File: src/rtl/cust_queue_pkg.sv
// Package: cust_queue_pkg
// Purpose : default parameter constants and a width helper shared by the
//           customer queue counter and its sub-modules.
package cust_queue_pkg;

    localparam int CQ_DEPTH_DEF    = 7;
    localparam int CQ_PW_DEF       = 8;
    localparam int CQ_TELLERS_DEF  = 1;
    localparam int CQ_SVC_TIME_DEF = 4;

    // Bits needed to hold the values 0..n inclusive.
    function automatic int cq_width(input int n);
        return $clog2(n + 1);
    endfunction

endpackage

File: src/rtl/cust_queue_counter_pulse_sync.sv
// Module : pulse_sync
// Purpose: two-flop synchroniser for an asynchronous level, followed by a
//          rising-edge detector that yields one clk-wide pulse per rise.
//          The level present when reset is released is taken as the
//          baseline, so an input already high at release never pulses.
// Ports  : clk_i   - clock
//          rst_ni  - asynchronous active-low reset
//          d_i     - asynchronous input level
//          pulse_o - one-cycle pulse per synchronised rising edge
module pulse_sync (
    input  logic clk_i,
    input  logic rst_ni,
    input  logic d_i,
    output logic pulse_o
);

    logic       meta_q;
    logic       sync_q;
    logic       prev_q;
    logic [1:0] settle_q;
    logic       armed_s;

    // Synchroniser chain, edge-detect history and post-reset settle counter.
    always_ff @(posedge clk_i or negedge rst_ni) begin
        if (!rst_ni) begin
            meta_q   <= 1'b0;
            sync_q   <= 1'b0;
            prev_q   <= 1'b0;
            settle_q <= 2'd0;
        end else begin
            meta_q <= d_i;
            sync_q <= meta_q;
            prev_q <= sync_q;
            if (settle_q != 2'd3) begin
                settle_q <= settle_q + 2'd1;
            end else begin
                settle_q <= settle_q;
            end
        end
    end

    // The detector is only armed once the chain holds a genuinely sampled
    // level; until then a high input counts as the baseline, not a rise.
    assign armed_s = (settle_q == 2'd3);
    assign pulse_o = sync_q & ~prev_q & armed_s;

endmodule

File: src/rtl/cust_queue_counter.sv
// Module : cust_queue_counter
// Purpose: counts customers in a queue from back (arrival) and front
//          (departure) photocells, tracks accepted arrivals per period and
//          keeps sticky overflow/underflow flags.
// Config : define CUST_WAIT_EST_EN to add the registered wait_est output
//          (ceil(count/TELLERS)*SVC_TIME, saturating at 16'hFFFF).
// Ports  : clk, rst (async active-low), bph/fph (async photocell levels),
//          period_clr, err_clr (sync pulses), count, period_cnt, full,
//          empty, ovf_err, udf_err, [wait_est].
module cust_queue_counter
    import cust_queue_pkg::*;
#(
    parameter int DEPTH    = CQ_DEPTH_DEF,
    parameter int PW       = CQ_PW_DEF,
    parameter int TELLERS  = CQ_TELLERS_DEF,
    parameter int SVC_TIME = CQ_SVC_TIME_DEF
) (
    input  logic                         clk,
    input  logic                         rst,
    input  logic                         bph,
    input  logic                         fph,
    input  logic                         period_clr,
    input  logic                         err_clr,
    output logic [$clog2(DEPTH+1)-1:0]   count,
    output logic [PW-1:0]                period_cnt,
    output logic                         full,
    output logic                         empty,
    output logic                         ovf_err,
    output logic                         udf_err
`ifdef CUST_WAIT_EST_EN
    ,
    output logic [15:0]                  wait_est
`endif
);

    localparam int            CW      = cq_width(DEPTH);
    localparam logic [CW-1:0] DEPTH_C = CW'(DEPTH);
    localparam logic [PW-1:0] PMAX_C  = {PW{1'b1}};

    if (DEPTH < 1 || TELLERS < 1 || TELLERS > 8 || SVC_TIME < 0) begin : g_bad_params
        $error("cust_queue_counter: parameter out of range");
    end

    logic          arr_s;
    logic          dep_s;
    logic          accept_s;
    logic [CW-1:0] count_q,  count_d;
    logic [PW-1:0] period_q, period_d;
    logic          ovf_q,    ovf_d;
    logic          udf_q,    udf_d;
    logic          ovf_new_s;
    logic          udf_new_s;

    pulse_sync u_arr_sync (
        .clk_i   (clk),
        .rst_ni  (rst),
        .d_i     (bph),
        .pulse_o (arr_s)
    );

    pulse_sync u_dep_sync (
        .clk_i   (clk),
        .rst_ni  (rst),
        .d_i     (fph),
        .pulse_o (dep_s)
    );

    // Occupancy, period count and error flag next-state.
    always_comb begin
        count_d   = count_q;
        ovf_new_s = 1'b0;
        udf_new_s = 1'b0;
        case ({arr_s, dep_s})
            2'b10: begin
                if (count_q != DEPTH_C) begin
                    count_d = count_q + CW'(1);
                end else begin
                    ovf_new_s = 1'b1;
                end
            end
            2'b01: begin
                if (count_q != CW'(0)) begin
                    count_d = count_q - CW'(1);
                end else begin
                    udf_new_s = 1'b1;
                end
            end
            default: begin
                // idle, or a swap of one customer in and one out
                count_d = count_q;
            end
        endcase

        // A simultaneous departure frees the slot, so a full queue still
        // accepts a coincident arrival.
        accept_s = arr_s & (dep_s | (count_q != DEPTH_C));

        if (period_clr) begin
            period_d = accept_s ? PW'(1) : PW'(0);
        end else if (accept_s && (period_q != PMAX_C)) begin
            period_d = period_q + PW'(1);
        end else begin
            period_d = period_q;
        end

        ovf_d = (ovf_q & ~err_clr) | ovf_new_s;
        udf_d = (udf_q & ~err_clr) | udf_new_s;
    end

    // State registers.
    always_ff @(posedge clk or negedge rst) begin
        if (!rst) begin
            count_q  <= '0;
            period_q <= '0;
            ovf_q    <= 1'b0;
            udf_q    <= 1'b0;
        end else begin
            count_q  <= count_d;
            period_q <= period_d;
            ovf_q    <= ovf_d;
            udf_q    <= udf_d;
        end
    end

    assign count      = count_q;
    assign period_cnt = period_q;
    assign ovf_err    = ovf_q;
    assign udf_err    = udf_q;
    assign full       = (count_q == DEPTH_C);
    assign empty      = (count_q == CW'(0));

`ifdef CUST_WAIT_EST_EN
    logic [15:0] wait_q, wait_d;
    logic [31:0] groups_s;
    logic [31:0] prod_s;

    // Wait estimate from the registered occupancy, saturating to 16 bits.
    always_comb begin
        groups_s = (32'(count_q) + 32'(TELLERS) - 32'd1) / 32'(TELLERS);
        prod_s   = groups_s * 32'(SVC_TIME);
        if (prod_s > 32'h0000_FFFF) begin
            wait_d = 16'hFFFF;
        end else begin
            wait_d = prod_s[15:0];
        end
    end

    // Wait estimate register.
    always_ff @(posedge clk or negedge rst) begin
        if (!rst) begin
            wait_q <= 16'h0000;
        end else begin
            wait_q <= wait_d;
        end
    end

    assign wait_est = wait_q;
`endif

endmodule

File: config.mk
export PLATFORM = sky130hd
export DESIGN_NAME = cust_queue_counter
export DESIGN_NICKNAME = d
export VERILOG_FILES = /design/src/rtl/cust_queue_pkg.sv /design/src/rtl/cust_queue_counter_pulse_sync.sv /design/src/rtl/cust_queue_counter.sv
export SDC_FILE = /design/constraint.sdc
export NUM_CORES = 1
export LEC_CHECK = 0
export BUFFER_PORTS_ARGS = -buffer_cell sky130_fd_sc_hd__buf_2
export CELL_PAD_IN_SITES_DETAIL_PLACEMENT = 1
export CELL_PAD_IN_SITES_GLOBAL_PLACEMENT = 1
export CORE_MARGIN = 2
export CORE_UTILIZATION = 41
export DETAILED_ROUTE_END_ITERATION = 10
export GPL_ROUTABILITY_DRIVEN = 0
export GPL_TIMING_DRIVEN = 0
export PLACE_DENSITY_LB_ADDON = 0.1
export SLEW_MARGIN = 20
export SYNTH_ARGS = -nofsm -noshare
export SYNTH_HDL_FRONTEND = slang
export SYNTH_HIERARCHICAL = 1
export SYNTH_SLANG_ARGS = --single-unit
File: constraint.sdc
create_clock -name clk -period 3.1 [get_ports clk]
set_clock_uncertainty 0.1 [all_clocks]
set_input_delay 0.31 -clock clk [delete_from_list [all_inputs] [get_ports clk]]
set_output_delay 0.31 -clock clk [all_outputs]
set_load 0.02 [all_outputs]
==> results of run 1 <==
## logic make-up after synthesis
family / Yosys count
compound gates: 19
xor+xnor: 5
buf+inv: 10
simple gates: 32
fa+ha+maj: 6
mux: 3
flops: 23
## how the worst max path moves through the flow
stage | to | slack (ns) | depth (start not counted)
2_1_floorplan | count[2]$_DFFE_PN0P_ | 0.96 | 8
3_3_place_gp | count[2]$_DFFE_PN0P_ | 0.85 | 8
3_5_place_dp | count[2]$_DFFE_PN0P_ | 0.81 | 8
4_1_cts | count[2]$_DFFE_PN0P_ | 0.79 | 8
5_1_grt | count[2]$_DFFE_PN0P_ | 0.67 | 8
6_report | count[2]$_DFFE_PN0P_ | 0.82 | 8
## area by class of cell
cell class | instances | area, um2
Buffer | 1 | 3.75
Clock buffer | 3 | 22.5
Clock inverter | 1 | 7.51
Fill cell | 284 | 1210
Inverter | 9 | 33.8
Multi-Input combinational cell | 65 | 480
Sequential cell | 23 | 576
Tap cell | 30 | 37.5
Timing Repair Buffer | 22 | 125
## per-stage QoR
| stage | utilization, % | instance area [um2] | instances | total power [uW] | hold slack, ns |
|---|---|---|---|---|---|
| after CTS | 51.5 | 1290 | 154 | 730 | 0.0570 |
| after global routing | 51.5 | 1290 | 154 | 768 | 0.0707 |
| final | 51.5 | 1290 | 154 | 721 | 0.0664 |
| after global placement | 49.0 | 1230 | 147 | 562 | 0.201 |
| after detailed placement | 49.0 | 1230 | 147 | 573 | 0.222 |
| after floorplan | - | 1090 | 98 | 498 | -0.0856 |
## registers in the layout (all words and copies together) (netlist names)
signal               cells
count                    3
u_arr_sync/meta_q        1
ovf_err                  1
u_dep_sync/settle_q      2
u_dep_sync/sync_q        1
u_arr_sync/prev_q        1
u_arr_sync/settle_q      2
u_dep_sync/prev_q        1
udf_err                  1
period_cnt               8
u_dep_sync/meta_q        1
u_arr_sync/sync_q        1
## layout by cell type (no fill, tap or decap), types with 2 or more instances in the layout
master         synthesis  routed
a211oi_1               2       2
a21oi_1                5       5
and3b_2                2       2
buf_2                  0      19
clkbuf_4               0       3
dfrtp_1               23      23
dlygate4sd3_1          0       3
ha_1                   5       5
inv_1                  9       9
mux2_4                 2       2
nand2_1                5       5
nand3_1                3       3
nand3b_1               2       2
nand4_1                2       2
nor2_1                 6       6
nor3_1                 4       4
nor4_1                 2       2
o21ai_0                6       6
xnor2_1                3       3
xor2_1                 2       2
## power breakdown
group / leakage [uW] / internal, uW / switching (uW)
clock network: 0.0000139 / 49.5 / 105
registers: 0.000278 / 331 / 42.7
logic: 0.000290 / 74.3 / 119
total: 0.000581 / 455 / 266
## layer usage
metal | GRT usage, % | up-vias
li1 | - | 398
met1 | 20.8 | 432
met2 | 26.5 | 20
met3 | 2.56 | 4
met4 | 8.36 | 0
met5 | 0 | -
## cells in the mapped netlist (all sizes together) (3+ instances only)
cell type	instances
a21oi	5
dfrtp	23
ha	5
inv	9
mux2	3
nand2	5
nand3	3
nor2	6
nor3	4
o21ai	6
xnor2	3
## critical path, cell delays in order, from the launching register on
cell and delay (ns):
dfrtp_1 0.42, ha_1 0.25, and3b_2 0.24, inv_1 0.10, ha_1 0.21, or4b_1 0.47
nand3b_1 0.18, nor2_1 0.07, xor2_1 0.14
==> impl_metrics.toml, run 1 <==
[synth]
synth_top_family_by_area = "simple AND/OR/NAND/NOR gates"
synthArstFlopShare_pct = 100
synthCells = 98
syn-num-nets = 110
yosys.area_share.simple_pct = 17.0
ys_types = 32
synth_edf_count = 0
synth_mux_area_share_pct = 3.78
synth_warnings = 6
synth_xor_area_share_pct = 4.00
avgSynthCellArea_um2 = 11.2
yosysSeqAreaShare_pct = 52.6
yosysTopAreaCell = "dfrtp_1"
synth_top_cell_area_share_pct = 52.6
synth_ff_type = "dfrtp_1"
synthTopCellsByArea = "dfrtp_1 53%, ha_1 5.7%, inv_1 3.1%"
synthAdderAreaFrac_pct = 7.55
ys_seq_elements = 23
synth_area_um2 = 1090
synth_compound_area_share_pct = 11.6

[floorplanning]
dieArea_um2 = 3100
start_util_pct = 43.7
io_pins = 21
die_h_um = 55.6
fp.coreArea_um2 = 2500
rows = 18
die_w_um = 55.6

[clocking]
cts_tree = "yes"
clock-sinks = 23
clock_latency_ns = 0.33
clk_pin_slew_worst_paths_ns = 0.14
cts-root-buf = "clkbuf_4"
cts_max_path_buffers = 2
numCtsBuffers = 3
post-cts-setup-buffers = 0
post_cts_resized = 0
hold_buffers = 3
htreeDepth = 1

[layout]
drive_above_1_share_pct = 25.8
n_antenna_cell = 0
nets = 137
synthToLayoutAreaGrowth_pct = 17.6

[routing]
drc = 0
wl_met3_um = 102
wl_per_cell_um = 15.1
wl_met1_mm = 1.03
drt_iter0_drc = 16
wirelength_mm = 2.32
viasPerCell = 5.55
drt_pass1_iterations = 4
dr_wl_met2_mm = 1.16
drtAntennaViolNets = 0
top_layer_used = "met4"
num_vias = 854

[global_route]
grt_pass1_vias = 847
grt_antenna_before_repair = 0
overflow = 0
grt_max_degree = 24
grt_usage_pct = 16.2
grt_pass1_wl_mm = 3.91

[worst_setup_path]
cp.required_ns = 3.23
end_kind = "register"
r2r_end = "count[2]$_DFFE_PN0P_"
start_kind = "register"
worst_r2r_path_depth = 8
cp_max_fo = 4
setup.worst_path.class = "reg2reg"
cp_data_arrival_time_ns = 2.42
crit_start = "u_arr_sync/settle_q[0]$_DFFE_PN0P_"
ff2ff_setup_slack_ns = 0.82
r2r_start = "u_arr_sync/settle_q[0]$_DFFE_PN0P_"

[placed_design]
pre_cts_ws_ns = 0.807
dpl.hpwl_mm = 1.68
io_buffers = 19

[timing]
slew_headroom_pct = 57.6
setup-tns-final_ns = 0
layout_min_cycle_time_ns = 2.28
setup_viol = 0
tightest_slew_ns = 0.636
period_share_pct = 73.6
rsz0062_at_grt = "false"
fin_ws_ns = 0.817
fmax_mhz = 438
hold_viol_final = 0
drv_slew = 0

[min_path]
min_path_cells = 2
holdCritPathClass = "in2reg"
hold_start = "err_clr"
hold_end = "udf_err$_DFF_PN0_"

[outcome]
status = "finished, final reports clean"

[pwr]
powerDensity_nw_per_um2 = 561
peakVddDrop_uv = 399
power.leakage_uw = 0.000581

[flow_run]
drv_cap = 0
Note: power is estimated with default switching activity, not from simulation.
==> run 2, diff against run 1 <==
==> constraint.sdc (replaced) <==
create_clock -name clk -period 2.3 [get_ports clk]
set_clock_uncertainty 0.1 [all_clocks]
set_input_delay 0.23 -clock clk [delete_from_list [all_inputs] [get_ports clk]]
set_output_delay 0.23 -clock clk [all_outputs]
set_load 0.02 [all_outputs]
==> impl_metrics.toml, run 2 (synthesized netlist as in run 1, its figures left out) <==
[clocking]
cts_max_path_buffers = 2
numCtsBuffers = 3
cts_tree = "yes"
cts-root-buf = "clkbuf_4"
clock_latency_ns = 0.33
clk_pin_slew_worst_paths_ns = 0.14
clock-sinks = 23
htreeDepth = 1

[routing]
drtAntennaViolNets = 0
drc = 0
viasPerCell = 5.52
wirelength_mm = 2.38
drt_pass1_iterations = 4
wl_per_cell_um = 14.9
drt_iter0_drc = 9
num_vias = 877

[outcome]
status = "finished, final reports clean"

[floorplanning]
rows = 18
dieArea_um2 = 3100
die_h_um = 55.6
fp.coreArea_um2 = 2500
die_w_um = 55.6
start_util_pct = 43.7
io_pins = 21

[global_route]
grt_pass1_wl_mm = 3.93
overflow = 0
grt_usage_pct = 16.4
grt_antenna_before_repair = 0
grt_max_degree = 24
grt_pass1_vias = 866

[timing]
layout_min_cycle_time_ns = 2.17
hold_viol_final = 0
setup_viol = 0
tightest_slew_ns = 0.627
drv_slew = 0
setup-tns-final_ns = 0
fmax_mhz = 461
rsz0062_at_grt = "false"
period_share_pct = 94.2
slew_headroom_pct = 58.2

[worst_setup_path]
start_kind = "register"
setup.worst_path.class = "reg2reg"
cp.required_ns = 2.43
end_kind = "register"
ff2ff_setup_slack_ns = 0.13
cp_max_fo = 4
cp_data_arrival_time_ns = 2.30

[pwr]
powerDensity_nw_per_um2 = 730
switchingPower_uw = 363
p_seq_share_pct = 51.6
p_int_uw = 620
switching_share_pct = 36.9
pwr-share-comb_pct = 27.3
clkPwrFrac_pct = 21.2
power.leakage_uw = 0.000604
peakVddDrop_uv = 546

[layout]
nets = 142
n_antenna_cell = 0
final_cell_mix = "23 x dfrtp_1, 19 x buf_2, 9 x inv_1, 6 x o21ai_0, 6 x nor2_1"
synthToLayoutAreaGrowth_pct = 23.0
drive_above_1_share_pct = 30.2
largest_reg_flops = 8
finish.utilization_pct = 53.8
final_common_cell = "dfrtp_1"

[flow_run]
drv_cap = 0

[min_path]
holdCritPathClass = "in2reg"

[placed_design]
io_buffers = 19
dpl.hpwl_mm = 1.68
-- run 2: cell type report --
class,count,area [um2]
multi-input combinational,65,499
sequential,23,576
tap,30,37.5
clock buffer,3,22.5
clock inverter,1,7.51
buffer,1,3.75
fill,280,1150
timing repair buffer,27,165
inverter,9,33.8
-- run 2: power groups by stage --
stage          sequential, uW  clock [uW]  combinational, uW
4_1_cts                   503         216                267
2_1_floorplan             546           0                125
3_5_place_dp              512           0                261
6_report                  507         208                268
5_1_grt                   519         228                300
3_3_place_gp              509           0                248
-- run 2: path summary, 6_finish.rpt --
kind,cells after the start,start,end
min in group asynchronous,2,rst,count[1]$_DFFE_PN0P_
max in group asynchronous,2,rst,period_cnt[3]$_DFFE_PN0P_
hold reg to reg,0,u_dep_sync/meta_q$_DFF_PN0_,u_dep_sync/sync_q$_DFF_PN0_
setup / recovery,8,u_arr_sync/settle_q[0]$_DFFE_PN0P_,count[2]$_DFFE_PN0P_
hold / removal,2,period_clr,period_cnt[1]$_DFFE_PN0P_
setup reg to reg,8,u_arr_sync/settle_q[0]$_DFFE_PN0P_,count[2]$_DFFE_PN0P_
-- run 2: what timing repair did --
| action | 4_1_cts | 5_1_grt |
|---|---|---|
| hold buffers | 4 | 0 |
| gates resized for setup | 1 | 3 |
| cloned | 0 | 0 |
| pin swaps | 1 | 2 |
| setup buffers | 1 | 3 |
| endpoints found under the hold margin | 26 | 0 |
| setup endpoints to repair | 1 | 2 |
-- run 2: stage by stage --
step / area, um2 / worst slack (ns) / hold slack, ns / power (uW) / instances
after floorplan: 1090 / 0.156 / -0.166 / 671 / 98
after global placement: 1230 / 0.0545 / 0.121 / 757 / 147
after detailed placement: 1230 / 0.00709 / 0.142 / 773 / 147
after CTS: 1310 / 0.0125 / 0.195 / 986 / 156
after global routing: 1350 / 0.0136 / 0.253 / 1050 / 159
final: 1350 / 0.132 / 0.204 / 982 / 159
-- run 2: critical path, stage by stage (launching register included) --
cell      delay [ns]
dfrtp_1         0.41
ha_2            0.21
and3b_2         0.23
inv_1           0.14
ha_4            0.16
or4b_4          0.46
nand3b_1        0.16
nor2_1          0.07
xor2_1          0.13
-- run 2: layer usage --
layer  wire length, um  global-route usage (%)  part of all wire (%)
met4                39                    8.36                   1.6
met1              1040                    20.5                    44
met2              1200                    27.4                    50
met3               104                    2.56                   4.4
met5                 0                       0                     0
